--- config.mk ---
export PLATFORM = sky130hd
export DESIGN_NAME = codec_init_sequencer
export DESIGN_NICKNAME = d
export VERILOG_FILES = /design/src/rtl/codec_init_sequencer.sv
export SDC_FILE = /design/constraint.sdc
export NUM_CORES = 1
export LEC_CHECK = 0
export CAP_MARGIN = 20
export CORE_MARGIN = 10
export CORE_UTILIZATION = 39
export DETAILED_ROUTE_END_ITERATION = 8
export GPL_TIMING_DRIVEN = 0
export PLACE_DENSITY = 0.84
export RECOVER_POWER = 25
export SYNTH_ARGS = -nofsm -noshare
export SYNTH_HDL_FRONTEND = slang
export SYNTH_SLANG_ARGS = --single-unit
--- constraint.sdc ---
create_clock -name i2c_clk -period 2.3 [get_ports i2c_clk]
set_input_delay 0.46 -clock i2c_clk [delete_from_list [all_inputs] [get_ports i2c_clk]]
set_output_delay 0.46 -clock i2c_clk [all_outputs]
set_load 0.05 [all_outputs]
--- src/rtl/codec_init_sequencer.sv ---
// codec_init_sequencer: streams a parameter-sized {reg,data} table to one
// I2C device with bounded retries, settle delay, restart and status.
module codec_init_sequencer #(
  parameter int         N_CMDS        = 10,
  parameter logic [6:0] DEV_ADDR      = 7'h1A,
  parameter int         MAX_RETRIES   = 3,
  parameter int         SETTLE_CYCLES = 4,
  parameter bit         AUTO_START    = 1'b1
) (
  input  logic                  i2c_clk,
  input  logic                  rst_n,
  input  logic                  start,
  input  logic [16*N_CMDS-1:0]  cmd_table,
  output logic [6:0]            slav_addr,
  output logic                  read_not_write,
  output logic [7:0]            reg_addr,
  output logic [7:0]            write_data,
  output logic                  write_valid,
  input  logic                  write_ready,
  input  logic                  error,
  output logic                  busy,
  output logic                  done,
  output logic                  fail,
  output logic [7:0]            cmd_index,
  output logic [3:0]            retry_cnt
);

  if (N_CMDS < 1 || N_CMDS > 255) begin : g_bad_ncmds
    $error("codec_init_sequencer: N_CMDS must be in 1..255");
  end
  if (MAX_RETRIES < 0 || MAX_RETRIES > 15) begin : g_bad_retries
    $error("codec_init_sequencer: MAX_RETRIES must be in 0..15");
  end
  if (SETTLE_CYCLES < 0 || SETTLE_CYCLES > 65535) begin : g_bad_settle
    $error("codec_init_sequencer: SETTLE_CYCLES must be in 0..65535");
  end

  localparam int         SL_INT   = (SETTLE_CYCLES > 0) ? SETTLE_CYCLES - 1 : 0;
  localparam logic [15:0] SL      = 16'(SL_INT);
  localparam logic [7:0]  LAST    = 8'(N_CMDS - 1);
  localparam logic [3:0]  RMAX    = 4'(MAX_RETRIES);
  localparam bit          NO_WAIT = (SETTLE_CYCLES == 0);

  typedef enum logic [2:0] {
    S_IDLE,
    S_LOAD,
    S_XFER,
    S_SETTLE,
    S_DONE,
    S_FAIL
  } state_t;

  state_t      state_q, state_d;
  logic [7:0]  idx_q, idx_d;
  logic [3:0]  rc_q, rc_d;
  logic [7:0]  ra_q, ra_d;
  logic [7:0]  wd_q, wd_d;
  logic [15:0] sc_q, sc_d;
  logic [15:0] cmd_word;
  logic        xfer_ok;

  assign cmd_word = cmd_table[{idx_q, 4'b0000} +: 16];

  // An X on error must never be mistaken for a clean acknowledge.
  assign xfer_ok = write_ready && (error === 1'b0);

  always_comb begin
    state_d = state_q;
    idx_d   = idx_q;
    rc_d    = rc_q;
    ra_d    = ra_q;
    wd_d    = wd_q;
    sc_d    = sc_q;
    unique case (state_q)
      S_IDLE: begin
        if (AUTO_START || start) begin
          idx_d   = 8'd0;
          rc_d    = 4'd0;
          state_d = S_LOAD;
        end
      end
      S_LOAD: begin
        ra_d    = cmd_word[15:8];
        wd_d    = cmd_word[7:0];
        state_d = S_XFER;
      end
      S_XFER: begin
        if (write_ready) begin
          if (xfer_ok) begin
            rc_d    = 4'd0;
            sc_d    = 16'd0;
            state_d = S_SETTLE;
          end else if (rc_q < RMAX) begin
            rc_d    = rc_q + 4'd1;
            state_d = S_LOAD;
          end else begin
            state_d = S_FAIL;
          end
        end
      end
      S_SETTLE: begin
        if (NO_WAIT || sc_q == SL) begin
          if (idx_q == LAST) begin
            state_d = S_DONE;
          end else begin
            idx_d   = idx_q + 8'd1;
            state_d = S_LOAD;
          end
        end else begin
          sc_d = sc_q + 16'd1;
        end
      end
      S_DONE, S_FAIL: begin
        if (start) begin
          idx_d   = 8'd0;
          rc_d    = 4'd0;
          state_d = S_LOAD;
        end
      end
      default: state_d = S_IDLE;
    endcase
  end

  always_ff @(posedge i2c_clk or negedge rst_n) begin
    if (!rst_n) begin
      state_q <= S_IDLE;
      idx_q   <= 8'd0;
      rc_q    <= 4'd0;
      ra_q    <= 8'd0;
      wd_q    <= 8'd0;
      sc_q    <= 16'd0;
    end else begin
      state_q <= state_d;
      idx_q   <= idx_d;
      rc_q    <= rc_d;
      ra_q    <= ra_d;
      wd_q    <= wd_d;
      sc_q    <= sc_d;
    end
  end

  assign slav_addr      = DEV_ADDR;
  assign read_not_write = 1'b0;
  assign reg_addr       = ra_q;
  assign write_data     = wd_q;
  assign cmd_index      = idx_q;
  assign retry_cnt      = rc_q;
  assign write_valid    = (state_q == S_XFER);
  assign busy           = (state_q == S_LOAD) ||
                          (state_q == S_XFER) ||
                          (state_q == S_SETTLE);
  assign done           = (state_q == S_DONE);
  assign fail           = (state_q == S_FAIL);

endmodule

==> key figures <==
Critical path
  – FF-to-FF path depth: 6
  – Launching point of the worst reg2reg path: cmd_index[0]
  – CP Class: flip-flop to primary output
  – FF-to-FF setup slack: between 150 and 200 ps
  – Worst-path fanout max: 10
  – Critical Path RT: 1840 ps
  – Worst Setup SP: state_q[0]
  – R2r endpoint: reg_addr[7]
  – Top cell family by delay on the critical path: buffers and inverters
  – Worst Setup Start Kind: flip-flop
  – Worst endpoint data arrival time: 1700 ps
  – Max stage delay on crit path: approximately 450 ps
  – Crit path buf inv count: 2
  – Crit-path slowest cell: clkdlybuf4s15_2
  – Crit end category: primary output
  – Crit-path cells: buf_2 -> nor3b_2 -> clkdlybuf4s15_2

Timing
  – Hold slack final: 501 ps
  – Final TNS setup: 0 ps
  – Period utilization: 93.9%
  – Fin. Hold Viols: 0
  – Fmax: ~460 MHz
  – Setup WS post-layout: about 140 ps
  – Minimum clock period: 2160 ps
  – Max-slew headroom: between 30% and 40%
  – Least-Margin Pin Slew: 976 ps
  – Final Slew Violations: 0
  – Final setup fails: 0
  – Clock skew: approximately 9.5 ps
  – RSZ-0062 raised after global routing: true

Run
  – Maxcap violations: 0

Floorplanning
  – Die span in y: roughly 120 um
  – Die W: approximately 120 um
  – Initial Util: about two fifths
  – Area of the core: 8810 um^2
  – Top Ports: just over 200
  – Row cnt: 34
  – Die ar.: roughly 13000 um^2

GRT
  – Largest net degree at the start of global routing: 40
  – Initial antenna violation count: 2
  – All-layer global routing usage: 22.3%
  – Grt total ovfl: 0
  – Vias in the first global route: between 4000 and 5000
  – First-pass GRT wire length: about 23000 um

Logic synthesis
  – Post-Syn Instances: between 300 and 400
  – Post-synth EDFFs: 0
  – Yosys reg bits: 47
  – Count of cell types in the netlist: 49
  – Syn. warnings: 0
  – Post-synth top flop: dfrtp_1
  – Leading post-synthesis cells by cell area: dfrtp_1 33%, mux4_2 20%, mux2i_1 11%
  – Post-synthesis sequential area ratio: between 30% and 40%
  – Area leader, netlist: dfrtp_1
  – Post-synth top area share: between 30% and 40%
  – Mean Syn Cell Area: approximately 11 um^2
  – Post-Syn Area: 3570 um^2
  – Ys async rst share: between 90% and 100%

Route
  – Wire per inst: roughly 23 um
  – DR iter-0 viols: approximately 230
  – Final wirelength: around 15000 um
  – First-pass DRT Iterations: 5
  – Routed Antenna Nets: 0
  – Vias: 3810
  – Via density: 5.80
  – Residual DRC: 0

Placed design
  – PortBufs: ~200
  – GP Congestion: around 0.84
  – HPWL after DPL: ~13000 um
  – Placed cell area: 5710 um^2
  – Worst slack, placed: 0.619 ps
  – Placed cell count: between 600 and 700

Power
  – Leakage: 0.00221 uW
  – Peak VDD IR: 0.532 mV
  – Power Density: 969 nW/um^2

Finish
  – Net count, final: 715
  – Post-route cell area: about 5800 um^2
  – Fillers: roughly 660
  – Layout cell share with drive strength beyond 1: between 10% and 20%
  – Area Growth Syn to Fin: 62.8%
  – Most frequent cells in the layout: 191 x clkdlybuf4s50_1, 47 x dfrtp_1, 38 x mux2i_1, 36 x nand2_1, 32 x mux4_2
  – Commonest non-fill, non-tap cell in the layout: clkdlybuf4s50_1
  – Final Non-Filler Cells: 657

Run status
  – Outcome: finished clean

Min path
  – Worst hold path class: flip-flop to flip-flop
  – Hold Path Origin: write_data[3]
  – Min-Delay Endpoint: write_data[3]
  – Hold path depth: 2

CTS
  – Sink Count: between 40 and 50
  – H-tree depth: 2
  – Skew-Pair Late Insertion Delay: 310 ps
  – CTS Buf Count: 5
  – Worst-path clk slew: about 90 ps
  – CTS Buffer Depth: 2
  – CTS tree: built
  – Root buffer selected by CTS: clkbuf_8
==> through the flow <==
step	utilization, %	power (uW)
after global placement	64.7	5010
final	66.1	5640
after floorplan	-	3900
after CTS	66.0	5630
after global routing	66.1	5990
after detailed placement	64.8	5110
==> worst register-to-register path, stage by stage, from the launching register on <==
cell and delay (ps):
dfrtp_1 440, buf_2 230, clkbuf_4 290, buf_4 250, buf_4 270, mux2i_1 360
o221ai_1 150
==> per-layer routing <==
layer / global-route usage [%] / up-vias / wire length (um)
met5: 0 / - / 0
met2: 40.8 / 180 / 7990
li1: - / 1723 / -
met1: 22.0 / 1871 / 5140
met3: 9.56 / 36 / 1560
met4: 8.34 / 0 / 513
==> worst max path at each step <==
| stage | to | cells past startpoint | slack [ps] |
|---|---|---|---|
| final | write_valid | 3 | 140 |
| after floorplan | reg_addr[0] | 6 | 140 |
| after global routing | cmd_index[1] | 6 | -0.9 |
| after detailed placement | reg_addr[7] | 6 | 0.6 |
| after global placement | reg_addr[5] | 1 | -510 |
| after CTS | fail | 3 | 30 |
==> power by group <==
| part | internal, uW | switching, uW |
|---|---|---|
| Clock | 214 | 291 |
| Combinational | 1620 | 2050 |
| Sequential | 1150 | 322 |
==> repair_timing <==
action	CTS	global route
buffers inserted	0	2
hold buffers	1	0
resized for setup	9	12
hold endpoints to repair	8	0
endpoints found under the setup margin	6	18
pin swaps	0	1
==> sequential cells by signal (all words and copies together), names as in the netlist <==
name,cells
cmd_index,8
state_q,3
retry_cnt,4
sc_q,16
reg_addr,8
write_data,8
==> cell type report <==
| class | count | area (um^2) | area share (%) |
|---|---|---|---|
| multi-input cells | 252 | 2220 | 38.1 |
| inverters | 6 | 22.5 | 0.387 |
| clock buffers | 5 | 68.8 | 1.18 |
| diodes | 2 | 5.00 | 0.0860 |
| plain buffers | 34 | 194 | 3.33 |
| clock inverters | 3 | 18.8 | 0.322 |
| repair buffers | 200 | 1980 | 34.0 |
| flip-flops and latches | 47 | 1180 | 20.2 |
| well taps | 108 | 135 | 2.32 |
==> synthesized netlist by cell type (2+ instances only) <==
library cell	instances
dfrtp_1	47
buf_2	12
xnor2_1	2
and2_1	2
or4_1	4
o221ai_1	16
nor3_1	3
or3_1	4
nand4_1	6
ha_1	4
o22ai_1	2
a21oi_1	9
conb_1	2
o21a_1	4
clkbuf_1	10
nand3b_1	2
buf_4	11
o31ai_1	5
nor4b_1	2
nor2b_1	3
nor2_1	11
and4_1	2
and3_1	3
inv_1	6
a31oi_1	8
nor3b_1	2
mux2i_1	38
o211ai_1	6
nand2_1	36
o21ai_0	8
nand2b_1	2
mux4_2	32
nand3_1	10
nor4_1	4
==> kinds of logic after synthesis <==
kind of cell	Yosys count	synth area share, %
XOR/XNOR	2	0.490
flip-flops	47	32.9
AO/OA/AOI/OAI	65	12.8
AND/OR/NAND/NOR	102	15.3
multiplexers	71	31.1
other	2	0.210
adder cells (fa/ha/maj)	4	1.40
buffers and inverters	40	5.78
Power figures use the tool's default switching activity.
